[config.mk]
export PLATFORM = sky130hd
export DESIGN_NAME = fetch_ctrl
export DESIGN_NICKNAME = d
export VERILOG_FILES = /design/src/rtl/fetch_ctrl.sv
export SDC_FILE = /design/constraint.sdc
export NUM_CORES = 1
export LEC_CHECK = 0
export BUFFER_PORTS_ARGS = -buffer_cell sky130_fd_sc_hd__buf_2
export CORE_MARGIN = 5
export CORE_UTILIZATION = 35
export CTS_BUF_LIST = sky130_fd_sc_hd__clkbuf_8
export CTS_CLUSTER_DIAMETER = 50
export DETAILED_ROUTE_END_ITERATION = 10
export GPL_TIMING_DRIVEN = 1
export SYNTH_ARGS = -nofsm -noshare
export SYNTH_HDL_FRONTEND = slang
export SYNTH_SLANG_ARGS = --single-unit
[constraint.sdc]
create_clock -name clk -period 2.2 [get_ports clk]
set_input_delay 0.11 -clock clk [delete_from_list [all_inputs] [get_ports clk]]
set_output_delay 0.11 -clock clk [all_outputs]
set_load 0.01 [all_outputs]
[src/rtl/fetch_ctrl.sv]
// Instruction fetch stage: steers the PC counter (hold/load/restart) and queues
// {addr, data} pairs from the synchronous RAM into a 2-entry valid/ready queue.
module fetch_ctrl #(
    parameter int DW = 8,
    parameter int AW = 8
) (
    input  logic          clk,
    input  logic          reset,
    input  logic [AW-1:0] pc_in,
    input  logic [DW-1:0] mem_rdata,
    input  logic          branch_req,
    input  logic [AW-1:0] branch_target,
    input  logic          restart,
    output logic          model_sel,
    output logic [AW-1:0] load_value,
    output logic          pc_recount,
    output logic [DW-1:0] instr,
    output logic [AW-1:0] instr_addr,
    output logic          instr_valid,
    input  logic          instr_ready
);

    logic [AW-1:0] q_addr [2];
    logic [DW-1:0] q_data [2];
    logic          rd_ptr;
    logic          wr_ptr;
    logic [1:0]    count;
    logic [1:0]    count_next;
    logic          req_valid_q;
    logic [AW-1:0] req_addr_q;
    logic          pop;
    logic          accept;
    logic          flush;

    assign flush      = restart | branch_req;
    assign instr      = q_data[rd_ptr];
    assign instr_addr = q_addr[rd_ptr];

    always_comb begin
        model_sel   = 1'b0;
        load_value  = pc_in;
        pc_recount  = 1'b0;
        instr_valid = 1'b0;
        pop         = 1'b0;
        accept      = 1'b0;
        count_next  = count;
        if (!reset) begin
            if (restart) begin
                pc_recount = 1'b1;
            end else if (branch_req) begin
                model_sel  = 1'b1;
                load_value = branch_target;
            end else begin
                instr_valid = (count != 2'd0);
                pop         = instr_valid & instr_ready;
                count_next  = count + {1'b0, req_valid_q} - {1'b0, pop};
                // Only take a new address if its data will have a free slot;
                // otherwise hold the PC so the same address is re-issued.
                accept      = (count_next <= 2'd1);
                model_sel   = ~accept;
            end
        end
    end

    always_ff @(posedge clk or posedge reset) begin
        if (reset) begin
            count       <= 2'd0;
            rd_ptr      <= 1'b0;
            wr_ptr      <= 1'b0;
            req_valid_q <= 1'b0;
            req_addr_q  <= '0;
            for (int i = 0; i < 2; i++) begin
                q_addr[i] <= '0;
                q_data[i] <= '0;
            end
        end else if (flush) begin
            count       <= 2'd0;
            rd_ptr      <= 1'b0;
            wr_ptr      <= 1'b0;
            req_valid_q <= 1'b0;
        end else begin
            if (req_valid_q) begin
                q_addr[wr_ptr] <= req_addr_q;
                q_data[wr_ptr] <= mem_rdata;
                wr_ptr         <= ~wr_ptr;
            end
            if (pop) begin
                rd_ptr <= ~rd_ptr;
            end
            count       <= count_next;
            req_valid_q <= accept;
            if (accept) begin
                req_addr_q <= pc_in;
            end
        end
    end

endmodule

* After elaboration in Yosys (flattened, before gate mapping)
Cells that the tools add are included.
W data, S select, Z words.
** Storage, ports and cells
- Bits of input ports :: 29
- Output and inout bits :: 27
- Logic and storage cells :: 69
- Register bits after elaboration :: 45
** Cells by class
- Reduce and logical (&&, ||, !) cells :: 7
- $lt $le $gt $ge :: 4
- Add/subtract/negate cells :: 2
- Muxes and demuxes :: 36
- Eq/ne operators :: 3
- Bitwise gates (word level) :: 8
** Operators by type and width (count)
- $mux W8 :: 10
- $bwmux W16 :: 2
- $mux W1 :: 19
- $demux W8 S1 :: 1
- $mux W2 :: 4
- $ne A2 B1 Y1 const B :: 3
- $reduce_bool A2 Y1 :: 3
- $ge A2 B2 Y1 const B :: 2
- $not A1 Y1 :: 4
- $not A1 Y2 :: 2
- $reduce_and A2 Y1 :: 2
- $reduce_and A3 Y1 :: 1
- $add A2 B1 Y2 :: 1
- $le A2 B1 Y1 const B :: 1
- $lt A2 B1 Y1 const B :: 1
- $sub A2 B1 Y2 :: 1
- $and A1 B1 Y1 :: 1
- $logic_and A1 B1 Y1 :: 1
- $or A1 B1 Y1 :: 1

* Longest topological paths before layout
- Depth in word-level cells :: 8
- Gate-level depth with buffers :: 9
- Mapped depth without buffers :: 8

* Worst setup path before layout
No wires, ideal clock.
- Kind :: flip-flop to flip-flop
- Start point :: register count[0]
- End point :: register req_addr_q[0]
- Required time :: 2.075 ns
- Path slack :: -0.095 ns
- Period minus slack after synthesis :: 2.295 ns
- Stages on the path, launching flop included :: 10
- Setup time :: 0.125 ns
- Path buffers :: 1
- Data arrival time :: 2.170 ns
- Path through :: dfrtp_1 o21ai_0 inv_1 ha_1 inv_1 ha_1 xor3_1 or3_1 buf_6 mux2_4
** Between the ends
- Longest elaborated chain between the ends :: 8
- Elaborated cells between the ends (all ways) :: 9
- Classes of those cells :: add/sub: 2; order compare: 1; mux: 3; bitwise: 1; reduce/logical: 2
** RTL lines
- start: declaration :: line 27 : logic [1:0] count;
- start signal: assignment :: line 90 : count <= count_next;
- parallel branches: the longest is 2 deep, another holds $add A2 B1 Y2
- $sub A2 B1 Y2 * :: line 56 : count_next = count + {1'b0, req_valid_q} - {1'b0, pop};
- $le A2 B1 Y1 * :: line 59 : accept = (count_next <= 2'd1);
- $mux W1 * :: line 50 : end else if (branch_req) begin
- $mux W1 * :: line 48 : if (restart) begin
- $mux W1 * :: line 47 : if (!reset) begin
- $reduce_and A2 Y1 (no line) *
- end signal: assignment :: line 93 : req_addr_q <= pc_in;
- end: declaration :: line 30 : logic [AW-1:0] req_addr_q;
Mark *: on every way between the ends.
A chain may end at the register's enable or synchronous reset.

* Worst setup path in the final report
- Start point :: register count[0]
- End point :: register req_addr_q[6]
Same word-level chain as after synthesis.

==> results.md <==
Routing:
- The final layout contains routed wiring with a total length of 4140 um.
- In the final routed layout, each cell accounts on average for 14.3 um.
- In the routed design, unresolved DRC markers number 0.
- For this block, wires on met1 add up to 1860 um.
- The routed wire length on met3 is 330 um.
- The post-detailed-route count of antenna-violating nets is 0.
- Using the TritonRoute via totals, the vias-per-cell ratio works out to 4.71.
- The count of routing violations after the opening detailed-route iteration is 20.
- Signal routing reaches up to met4.
- The routed design uses approximately 1900 um of met2 wire.
- The overall via count from detail_route is ~1.4k.
- The first TritonRoute pass finished after 3 iterations.

Power and ir drop:
- The maximum ir drop on the vdd rail is around 320 uV.
- The total power divided by cell area is 765 nW/um^2.
- The total chip power is ~0.0021 W.
- Internal power comes to 0.00153 W.
- Of the total power, combinational logic draws 0.232.
- In this run the static leakage power is around 1.3 nW.
- The analysis attributes to net switching a power of 0.000524 W.
- The net switching fraction of the power is 0.256.
- The clock power share is 0.268.
- The share of total power dissipated in sequential elements is 0.500.

Layout:
- The flip-flop and latch area is 1130 sq um.
- The ratio of cells with drive above 1 in the final layout is 0.682.
- The number of filler cells placed in the layout is approximately 550.
- Relative to the synthesized area, the layout overhead comes to 24.9%.
- The repair_antennas step left the layout with diodes totalling 0.
- For this run, the share of the core covered by cells in the final layout is 0.451.
- The area used by multi-input combinational logic is 963 sq um.
- In the final design database the tool counted about 240 nets.

Global route:
- The first global-routing pass estimated 6930 um of wire.
- The largest net degree at the start of global routing is 31.
- The initial antenna violation count is 0.
- The number of global-route vias before repair is roughly 1.5k.
- For this run, the total global-route usage over all layers was measured as 0.116.
- The aggregate global routing overflow is 0.

Clock tree:
- The clock passes through at most 2 buffers.
- The clock tree synthesis step divided the H-tree into 2 levels.
- At the later pin of the worst-skew pair, clock insertion delay measures approximately 290 ps.
- The clock slew at the register clock pins of the worst setup and hold paths is 80 ps.
- The clock tree from TritonCTS is built.
- The root buffer cell is clkbuf_8.
- Clock tree synthesis found a total of 45 sinks.
- The number of CTS-inserted buffers is 5.

Synthesis:
- The number of instances in the synthesized netlist is ~150.
- The portion of synthesized cell area occupied by the leading cell type is 0.524.
- After synthesis the netlist holds a flip-flop and latch count of 45.
- During synthesis, Yosys emitted a total of 0 warnings.
- Summed over all instances, the cell type with the most area after synthesis is dfrtp_1.
- The post-synthesis compound-gate area fraction is 0.0116.
- The unique cell type count in the Yosys netlist is 21.
- The fraction of the mapped netlist area in adder cells is 0.0116.
- The post-synthesis xor/xnor area fraction is 0.0192.
- The synthesized area divided by synthesized cell count is about 15 sq um.
- The main combinational cell family by area after synthesis is multiplexers.
- The fraction of synthesized area in multiplexers is 0.354.
- The simple-gate area share of the yosys netlist is 0.0478.
- The post-synthesis net count is 178.
- For this run, the register share of the synthesized area comes to 0.524.
- The combined area of all synthesized cells is around 2100 sq um.
- Yosys attributes the largest share of cell area to dfrtp_1, mux2_2, mux2_4.

STA:
- Measured against its own limit, the worst slew margin works out to 0.448.
- Setup repair after global routing could not meet its margin everywhere.
- The post-route minimum period is 2260 ps.
- Setup violations remaining at the end of the flow were counted as 8.
- For the final database, setup skew stands at 4.42 ps.
- The final number of max-transition violations is 0.
- In the post-route analysis, the smallest setup slack over all paths is -64.5 ps.
- The count of final hold-check violations is 0.
- Dividing the final minimum period by the clock period gives 1.03.
- The pin slew with the least headroom to its limit is around 830 ps.
- Derived from the worst setup path, the maximum achievable clock frequency is 442 MHz.

Critical path:
- The data arrival time of the critical path is 2450 ps.
- Of all nets on the critical path, the largest fanout is 9.
- At the worst endpoint, the required time is 2380 ps.
- In this design, the critical path's most frequently occurring cell is inv_1.
- The cell family contributing the most delay on the critical path is adder cells.
- STA classifies the critical path endpoint as a flip-flop.
- The number of buffers and inverters on the critical path is 3.
- On the worst path, the slowest cell contributes a delay of approximately 400 ps.
- The start-to-end type of the worst setup path is reg2reg.
- The cell with the biggest individual delay on the critical path is dfrtp_1.
- The kind of start point of the critical path is a flip-flop.
- The signal on the critical path passes through o21ai_2 -> inv_1 -> ha_1 -> inv_1 -> ha_2 -> xor3_1 -> or3_1 -> buf_6 -> mux2_4.

Job:
- The tool flagged a number of max-cap violations equal to 0.

Die:
- The initial utilization of the core area, before any placement, comes to 0.361.
- The die boundary height is approximately 88 um.
- The die covers 7800 sq um.
- The core region is 5960 sq um.
- For this design the top-level I/O count stands at 56.
- The width of the die is ~88 um.
- The number of core rows is 28.

Placed design:
- The congestion estimate from routability-driven global placement came to 0.677.
- In this run the tool buffered the top-level ports with 55 buffer cells.
- The pre-CTS setup slack is -112 ps.
- The post-detailed-placement half-perimeter wirelength is around 3000 um.

Run status:
- The flow ran to the end, but the final reports show violations.
- The checks that failed: setup timing.

Worst hold path:
- The class of the tightest hold or removal check is in2reg.
-- Yosys cell counts --
master / n
a21oi_1: 2
buf_4: 3
buf_6: 1
clkbuf_1: 3
dfrtp_1: 45
ha_1: 2
inv_1: 6
mux2_2: 56
mux2_4: 8
mux2i_1: 1
nor2_1: 4
nor2b_1: 1
nor3_1: 2
nor3_4: 2
nor3b_2: 1
o21ai_0: 3
or2_2: 1
or3_1: 2
or3_2: 1
xnor2_1: 2
xor3_1: 1
-- path summary, 6_finish.rpt --
| check | startpoint | to | slack [ps] | cells past startpoint |
|---|---|---|---|---|
| min reg2reg | q_data[2]$_DFFE_PP0P_ | q_data[2]$_DFFE_PP0P_ | 500 | 1 |
| max in group asynchronous | reset | q_data[8]$_DFFE_PP0P_ | 1300 | 4 |
| max reg2reg | count[0]$_DFFE_PP0P_ | req_addr_q[6]$_DFFE_PP0P_ | -60 | 9 |
| min in group asynchronous | reset | count[0]$_DFFE_PP0P_ | 420 | 3 |
| min | pc_in[2] | req_addr_q[2]$_DFFE_PP0P_ | 60 | 2 |
| max | count[0]$_DFFE_PP0P_ | req_addr_q[6]$_DFFE_PP0P_ | -60 | 9 |
-- routing by layer --
metal  vias up  GRT usage
met5         -          0
met4         0     0.0330
met3         6     0.0335
met2        47      0.194
met1       658      0.145
li1        650          -
-- per-stage QoR --
step | TNS [ps] | std cells | hold slack, ps | instance area [sq um]
after floorplan | -295 | 147 | 259 | 2150
after global placement | -613 | 280 | 206 | 2560
after detailed placement | -822 | 280 | 205 | 2560
after CTS | -647 | 289 | 53.7 | 2680
after global routing | -1500 | 289 | 47.1 | 2680
final | -497 | 289 | 62.0 | 2680
-- cell families after synthesis --
logic type | Yosys count
and+or+nand+nor | 14
DFF | 45
muxes | 65
adders and majority gates | 2
AOI/OAI and AO/OA | 5
xor gates and xnor gates | 3
buffers and inverters | 13
-- worst reg2reg max path, cell delays in order, from the launching register on --
cell	delay, ps
dfrtp_1	400
o21ai_2	160
inv_1	60
ha_1	260
inv_1	60
ha_2	170
xor3_1	230
or3_1	370
buf_6	160
mux2_4	300
-- power groups by stage --
stage	Clock, W	Combinational [W]	Sequential [W]
after floorplan	0	0.000324	0.00102
after global placement	0	0.000477	0.00104
after detailed placement	0	0.000484	0.00104
after CTS	0.000576	0.000488	0.00103
after global routing	0.000617	0.000526	0.00104
final	0.000549	0.000476	0.00103
-- state kept, by name (all words and copies together), names as in the netlist --
| name | flops |
|---|---|
| q_addr | 16 |
| q_data | 16 |
| req_addr_q | 8 |
| count | 2 |
| rd_ptr | 1 |
| req_valid_q | 1 |
| wr_ptr | 1 |
-- area by class of cell --
cell class / instances / area share
Multi-Input combinational cell: 89 / 0.359
Sequential cell: 45 / 0.420
Clock inverter: 1 / 0.00186
Clock buffer: 7 / 0.0359
Tap cell: 75 / 0.0350
Timing Repair Buffer: 66 / 0.140
Inverter: 6 / 0.00839
-- cells in the final DEF (no fill, tap or decap) --
master,count
inv_1,5
o21ai_2,1
nor3_4,2
nor2b_1,1
ha_2,1
xnor2_1,2
nor3_1,2
mux2i_1,1
ha_1,1
nor2_2,1
buf_12,1
nor2_1,3
clkbuf_8,7
mux2_4,8
nor3b_2,1
or2_2,1
o21ai_0,2
buf_2,55
clkinv_2,1
a21oi_1,2
buf_6,1
inv_2,1
dfrtp_1,45
mux2_2,56
xor3_1,1
or3_2,1
buf_4,8
dlygate4sd3_1,1
or3_1,2
-- timing repair --
action                                 in CTS  in global routing
endpoints found under the hold margin      15                  0
setup buffers                               0                  0
hold buffers                                1                  0
setup endpoints to repair                   9                  9
resized for setup                           2                  2
cloned                                      0                  0
Power figures use the tool's default switching activity.
